<file path="src/rtl/fifo_param.sv">
// fifo_param: parametrised single-clock FIFO for producer/consumer buffering.
//
// Parameters
//   DATA_W   word width in bits
//   ADDR_W   log2 of depth (DEPTH = 2**ADDR_W)
//   AF_LEVEL almost_full threshold  (count >= AF_LEVEL)
//   AE_LEVEL almost_empty threshold (count <= AE_LEVEL)
//   FWFT     1: head word shown on r_data while not empty
//            0: r_data registered, loaded the cycle after an accepted read
//
// Ports
//   clk, reset          rising-edge clock, asynchronous active-high reset
//   w_data, wr          write word and write request
//   rd                  read request
//   flush               synchronous clear of contents and pointers
//   clr_err             synchronous clear of sticky error flags
//   r_data, r_valid     read word and its qualifier
//   full, empty         count == DEPTH / count == 0
//   almost_full/empty   programmable occupancy thresholds
//   count               occupancy 0..DEPTH
//   overflow/underflow  sticky rejected-write / rejected-read flags
module fifo_param #(
  parameter int DATA_W   = 8,
  parameter int ADDR_W   = 3,
  parameter int AF_LEVEL = 6,
  parameter int AE_LEVEL = 2,
  parameter int FWFT     = 1
) (
  input  logic              clk,
  input  logic              reset,
  input  logic [DATA_W-1:0] w_data,
  input  logic              wr,
  input  logic              rd,
  input  logic              flush,
  input  logic              clr_err,
  output logic [DATA_W-1:0] r_data,
  output logic              r_valid,
  output logic              full,
  output logic              empty,
  output logic              almost_full,
  output logic              almost_empty,
  output logic [ADDR_W:0]   count,
  output logic              overflow,
  output logic              underflow
);

  localparam int CW    = ADDR_W + 1;
  localparam int DEPTH = 1 << ADDR_W;

  localparam logic [ADDR_W:0] DEPTH_C = CW'(DEPTH);
  localparam logic [ADDR_W:0] AF_C    = CW'(AF_LEVEL);
  localparam logic [ADDR_W:0] AE_C    = CW'(AE_LEVEL);

  logic [DATA_W-1:0] r_mem [DEPTH];
  logic [ADDR_W-1:0] r_wr_ptr;
  logic [ADDR_W-1:0] r_rd_ptr;
  logic [ADDR_W:0]   r_count;
  logic              r_full;
  logic              r_empty;
  logic              r_afull;
  logic              r_aempty;
  logic              r_ovf;
  logic              r_udf;

  logic              w_rd_acc;
  logic              w_wr_acc;
  logic [ADDR_W:0]   w_count_nxt;

  // Acceptance uses the registered flags only; a write into a full FIFO is
  // legal when a read frees a slot in the same cycle.
  assign w_rd_acc = rd & ~r_empty;
  assign w_wr_acc = wr & (~r_full | w_rd_acc);

  always_comb begin
    w_count_nxt = r_count;
    if (flush)
      w_count_nxt = '0;
    else if (w_wr_acc & ~w_rd_acc)
      w_count_nxt = r_count + 1'b1;
    else if (w_rd_acc & ~w_wr_acc)
      w_count_nxt = r_count - 1'b1;
  end

  // Storage is never reset; pointers and count define what is valid.
  always_ff @(posedge clk) begin
    if (w_wr_acc & ~flush)
      r_mem[r_wr_ptr] <= w_data;
  end

  always_ff @(posedge clk or posedge reset) begin
    if (reset) begin
      r_wr_ptr <= '0;
      r_rd_ptr <= '0;
      r_count  <= '0;
      r_full   <= 1'b0;
      r_empty  <= 1'b1;
      r_afull  <= 1'b0;
      r_aempty <= 1'b1;
      r_ovf    <= 1'b0;
      r_udf    <= 1'b0;
    end else begin
      if (flush) begin
        r_wr_ptr <= '0;
        r_rd_ptr <= '0;
      end else begin
        if (w_wr_acc) r_wr_ptr <= r_wr_ptr + 1'b1;
        if (w_rd_acc) r_rd_ptr <= r_rd_ptr + 1'b1;
      end
      r_count  <= w_count_nxt;
      // Flags come from the next-state count so they line up with count.
      r_full   <= (w_count_nxt == DEPTH_C);
      r_empty  <= (w_count_nxt == '0);
      r_afull  <= (w_count_nxt >= AF_C);
      r_aempty <= (w_count_nxt <= AE_C);
      // A new error event wins over clr_err; requests during flush are ignored.
      r_ovf    <= (r_ovf & ~clr_err) | (~flush & wr & ~w_wr_acc);
      r_udf    <= (r_udf & ~clr_err) | (~flush & rd & ~w_rd_acc);
    end
  end

  generate
    if (FWFT != 0) begin : g_fwft
      // Head word is forced to zero while empty so r_data is 0 out of reset.
      assign r_data  = r_empty ? '0 : r_mem[r_rd_ptr];
      assign r_valid = ~r_empty;
    end else begin : g_reg
      logic [DATA_W-1:0] r_rd_data;
      logic              r_rd_valid;

      always_ff @(posedge clk or posedge reset) begin
        if (reset) begin
          r_rd_data  <= '0;
          r_rd_valid <= 1'b0;
        end else if (flush) begin
          r_rd_valid <= 1'b0;
        end else if (w_rd_acc) begin
          r_rd_data  <= r_mem[r_rd_ptr];
          r_rd_valid <= 1'b1;
        end else begin
          r_rd_valid <= 1'b0;
        end
      end

      assign r_data  = r_rd_data;
      assign r_valid = r_rd_valid;
    end
  endgenerate

  assign full         = r_full;
  assign empty        = r_empty;
  assign almost_full  = r_afull;
  assign almost_empty = r_aempty;
  assign count        = r_count;
  assign overflow     = r_ovf;
  assign underflow    = r_udf;

endmodule

</file>
<file path="config.mk">
export PLATFORM = sky130hd
export DESIGN_NAME = fifo_param
export DESIGN_NICKNAME = d
export VERILOG_FILES = /design/src/rtl/fifo_param.sv
export SDC_FILE = /design/constraint.sdc
export NUM_CORES = 1
export LEC_CHECK = 0
export CAP_MARGIN = 25
export CELL_PAD_IN_SITES_DETAIL_PLACEMENT = 1
export CELL_PAD_IN_SITES_GLOBAL_PLACEMENT = 1
export CORE_UTILIZATION = 45
export CTS_BUF_LIST = sky130_fd_sc_hd__clkbuf_2
export DETAILED_ROUTE_END_ITERATION = 6
export HOLD_SLACK_MARGIN = 0.08
export PLACE_DENSITY_LB_ADDON = 0.1
export SETUP_SLACK_MARGIN = 0.3
export SLEW_MARGIN = 30
export SYNTH_ARGS = -nofsm -noshare
export SYNTH_HDL_FRONTEND = slang
export SYNTH_SLANG_ARGS = --single-unit
</file>
<file path="constraint.sdc">
create_clock -name clk -period 2.01 [get_ports clk]
set_input_delay 0.402 -clock clk [delete_from_list [all_inputs] [get_ports clk]]
set_output_delay 0.402 -clock clk [all_outputs]
set_load 0.03 [all_outputs]
</file>
==> results.py <==
metrics = {
    "logic_synthesis": {
        "synth-xor-area-share": 0.0104,
        "synth.net_count": 214,
        "ys_seq_area_frac": 0.690,
        "ys_ff_latch": 80,
        "yosysTopAreaCellShare": 0.571,
        "ys_top_cells_by_count": "64 x edfxtp_1, 21 x nor2_1, 16 x mux4_2",
        "synthSimpleGateAreaFrac": 0.0966,
        "ys_warn_count": 0,
        "synthFlopType": "edfxtp_1",
        "synth_most_common_cell": "edfxtp_1",
        "synthMuxAreaShare": 0.143,
        "synthCells": 196,
        "ys_types": 41,
        "synth-adder-area-share": 0.0149,
        "synth_area_um2": 3370,
        "synth.area.top_cells": "edfxtp_1 57%, mux4_2 11%, dfrtp_1 10%",
        "yosysTopAreaCell": "edfxtp_1",
        "async_flop_share": 0.200,
        "synth_edf_count": 64,
        "synth-compound-area-share": 0.0249,
        "syn_area_per_cell_um2": 17.2,
        "synth_top_family_by_area": "multiplexers",
    },
    "timing": {
        "finalSetupViolations": 8,
        "finalHoldViolCount": 0,
        "hold_ws_ns": 0.222,
        "tns_ns": -3.98,
        "maxSlewViolCount": 0,
        "skew_ns": 0.0370,
        "worstMarginPinSlew_ns": 0.658,
        "max_freq_mhz": 386,
        "setup_slack_ns": -0.581,
        "finalCriticalPeriod_ns": 2.59,
        "slew_headroom": 0.561,
        "post-route-period-util": 1.29,
        "rsz0062_at_grt": "yes",
    },
    "clock_network": {
        "clockRootBuffer": "clkbuf_2",
        "clk_latency_ns": 0.53,
        "cts_tree": "built",
        "path_clk_slew_ns": 0.23,
        "h-tree-depth": 3,
        "clockBufferDepth": 2,
        "ctsHoldBuffers": 0,
        "cts_sinks": 80,
        "cts_buffers": 9,
    },
    "critical_path": {
        "reg2reg_slack_ns": 0,
        "crit_path_end_kind": "output pin",
        "crit_type": "reg -> out",
        "cpMaxStageDelayCell": "mux4_2",
        "arrival_ns": 2.19,
        "setup.worst_path.start_class": "flip-flop",
        "slowest_delay_ns": 0.53,
        "cp_cell_sequence": "buf_12 -> buf_16 -> mux4_2 -> mux2i_2 -> nor2_2 -> buf_6",
        "r2r_cells": 7,
        "reg2reg_to": "full",
        "crit_fanout": 8,
        "r2r_start": "empty",
        "cp.required_ns": 1.61,
    },
    "pwr": {
        "p_leak_nw": 1.69,
        "vdd_ir_drop_max_v": 0.000485,
        "power_w": 0.00503,
        "p_per_area_nw_per_um2": 1080,
    },
    "placed_design": {
        "dpl_cell_area_um2": 4180,
        "gp_congestion": 0.829,
        "portBuffers": 32,
        "pre_cts_ws_ns": -0.366,
        "place_hpwl_um": 5180,
    },
    "global_routing": {
        "grt_first_pass_wirelength_um": 12400,
        "grt_max_degree": 19,
        "gr-total-overflow": 0,
        "grt_pass1_vias": 2232,
        "grt_use_total": 0.232,
        "antenna_found_initial": 0,
    },
    "drt": {
        "ant_nets": 0,
        "detailedRoute.firstPassIterationCount": 4,
        "wirelength_um": 8650,
        "wire_per_inst_um": 22.5,
        "drtIter0Drc": 157,
        "drcViolationCount": 0,
        "via_count": 2029,
        "routed_via_density": 5.27,
    },
    "final_layout": {
        "multi_input_area_um2": 1150,
        "area_growth_pct": 38.8,
        "drive_gt1_frac": 0.524,
        "post-route-cell-area_um2": 4670,
        "register_area_um2": 2330,
        "layout.nets": 299,
        "antennaDiodeCount": 0,
        "nFillCells": 657,
    },
    "floorplanning": {
        "initial_utilization": 0.464,
        "pin_count": 33,
        "die-height_um": 88.5,
        "core_um2": 7250,
        "num_rows": 31,
        "die_width_um": 88.5,
        "die_area_um2": 7830,
    },
    "status": {
        "status": "finished, violations left",
        "failed_checks": "negative setup slack",
    },
    "hold_path": {
        "hold_class": "in -> async",
    },
    "flow_run": {
        "cap_violations": 0,
    },
}
==> cells in the final DEF, fill, tap and decap left out, types with 5 or more instances in the layout <==
master / netlist / routed
nor2_4: 1 / 7
buf_4: 1 / 23
inv_1: 8 / 7
clkdlybuf4s50_1: 0 / 13
dfrtp_1: 14 / 9
nor2_2: 0 / 8
buf_12: 0 / 9
clkbuf_2: 0 / 10
dfrtp_2: 0 / 5
edfxtp_1: 64 / 64
mux4_2: 16 / 16
buf_6: 0 / 27
nand2_1: 7 / 6
nor2_1: 21 / 7
mux2i_1: 12 / 6
mux2i_2: 0 / 5
==> cells by family (layout without fill, tap and decap cells) <==
| kind of cell | Yosys count | after routing |
|---|---|---|
| AO/OA/AOI/OAI | 11 | 11 |
| AND/OR/NAND/NOR | 53 | 53 |
| XOR/XNOR | 4 | 4 |
| flip-flops | 80 | 80 |
| buffers and inverters | 16 | 106 |
| multiplexers | 28 | 28 |
| adder cells (fa/ha/maj) | 4 | 4 |
==> sequential cells by signal (all words and copies together) (netlist names) <==
name          flops
almost_empty      1
almost_full       1
count             4
empty             1
full              1
overflow          1
r_mem            64
r_rd_ptr          3
r_wr_ptr          3
underflow         1
==> worst max-delay path, delay by kind of cell, from the launching register on <==
family / cells / cell delay (ns)
mux: 2 / 0.74
flops: 1 / 0.48
buf+inv: 3 / 0.38
simple gates: 1 / 0.05
==> how the worst max path moves through the flow <==
stage,startpoint,to
finish,r_rd_ptr[0],r_data[1]
CTS,r_rd_ptr[0],r_data[1]
floorplan,empty,r_mem[0][0]
global placement,r_rd_ptr[0],r_data[3]
detailed placement,r_rd_ptr[0],r_data[0]
global route,r_rd_ptr[0],r_data[1]
==> timing repair <==
item,in CTS,in global routing
gates cloned,1,0
gates resized for setup,137,17
pin swaps,9,7
endpoints found under the setup margin,32,87
buffers inserted,11,8
==> power by group <==
| part | switching, W | leakage, nW | internal, W |
|---|---|---|---|
| registers | 0.0000859 | 0.780 | 0.00191 |
| clock network | 0.000583 | 0.0865 | 0.000424 |
| logic | 0.00101 | 0.822 | 0.00101 |
==> routing by layer <==
metal	vias up	track usage	part of all wire
li1	924	-	-
met5	-	0	0
met1	1031	0.305	0.40
met2	58	0.388	0.54
met3	16	0.0410	0.035
met4	0	0.0909	0.029
==> layout make-up <==
type / count / area share
clock inverter: 6 / 0.0196
tap: 99 / 0.0265
clock buffer: 10 / 0.0107
timing repair buffer: 82 / 0.192
multi-input combinational: 100 / 0.246
inverter: 8 / 0.00643
sequential: 80 / 0.499
==> through the flow <==
step,cells,util
after CTS,377,0.629
final,385,0.644
after global routing,385,0.644
after floorplan,196,-
after detailed placement,349,0.577
after global placement,349,0.577
No activity file was read; power rests on OpenSTA's default activity.
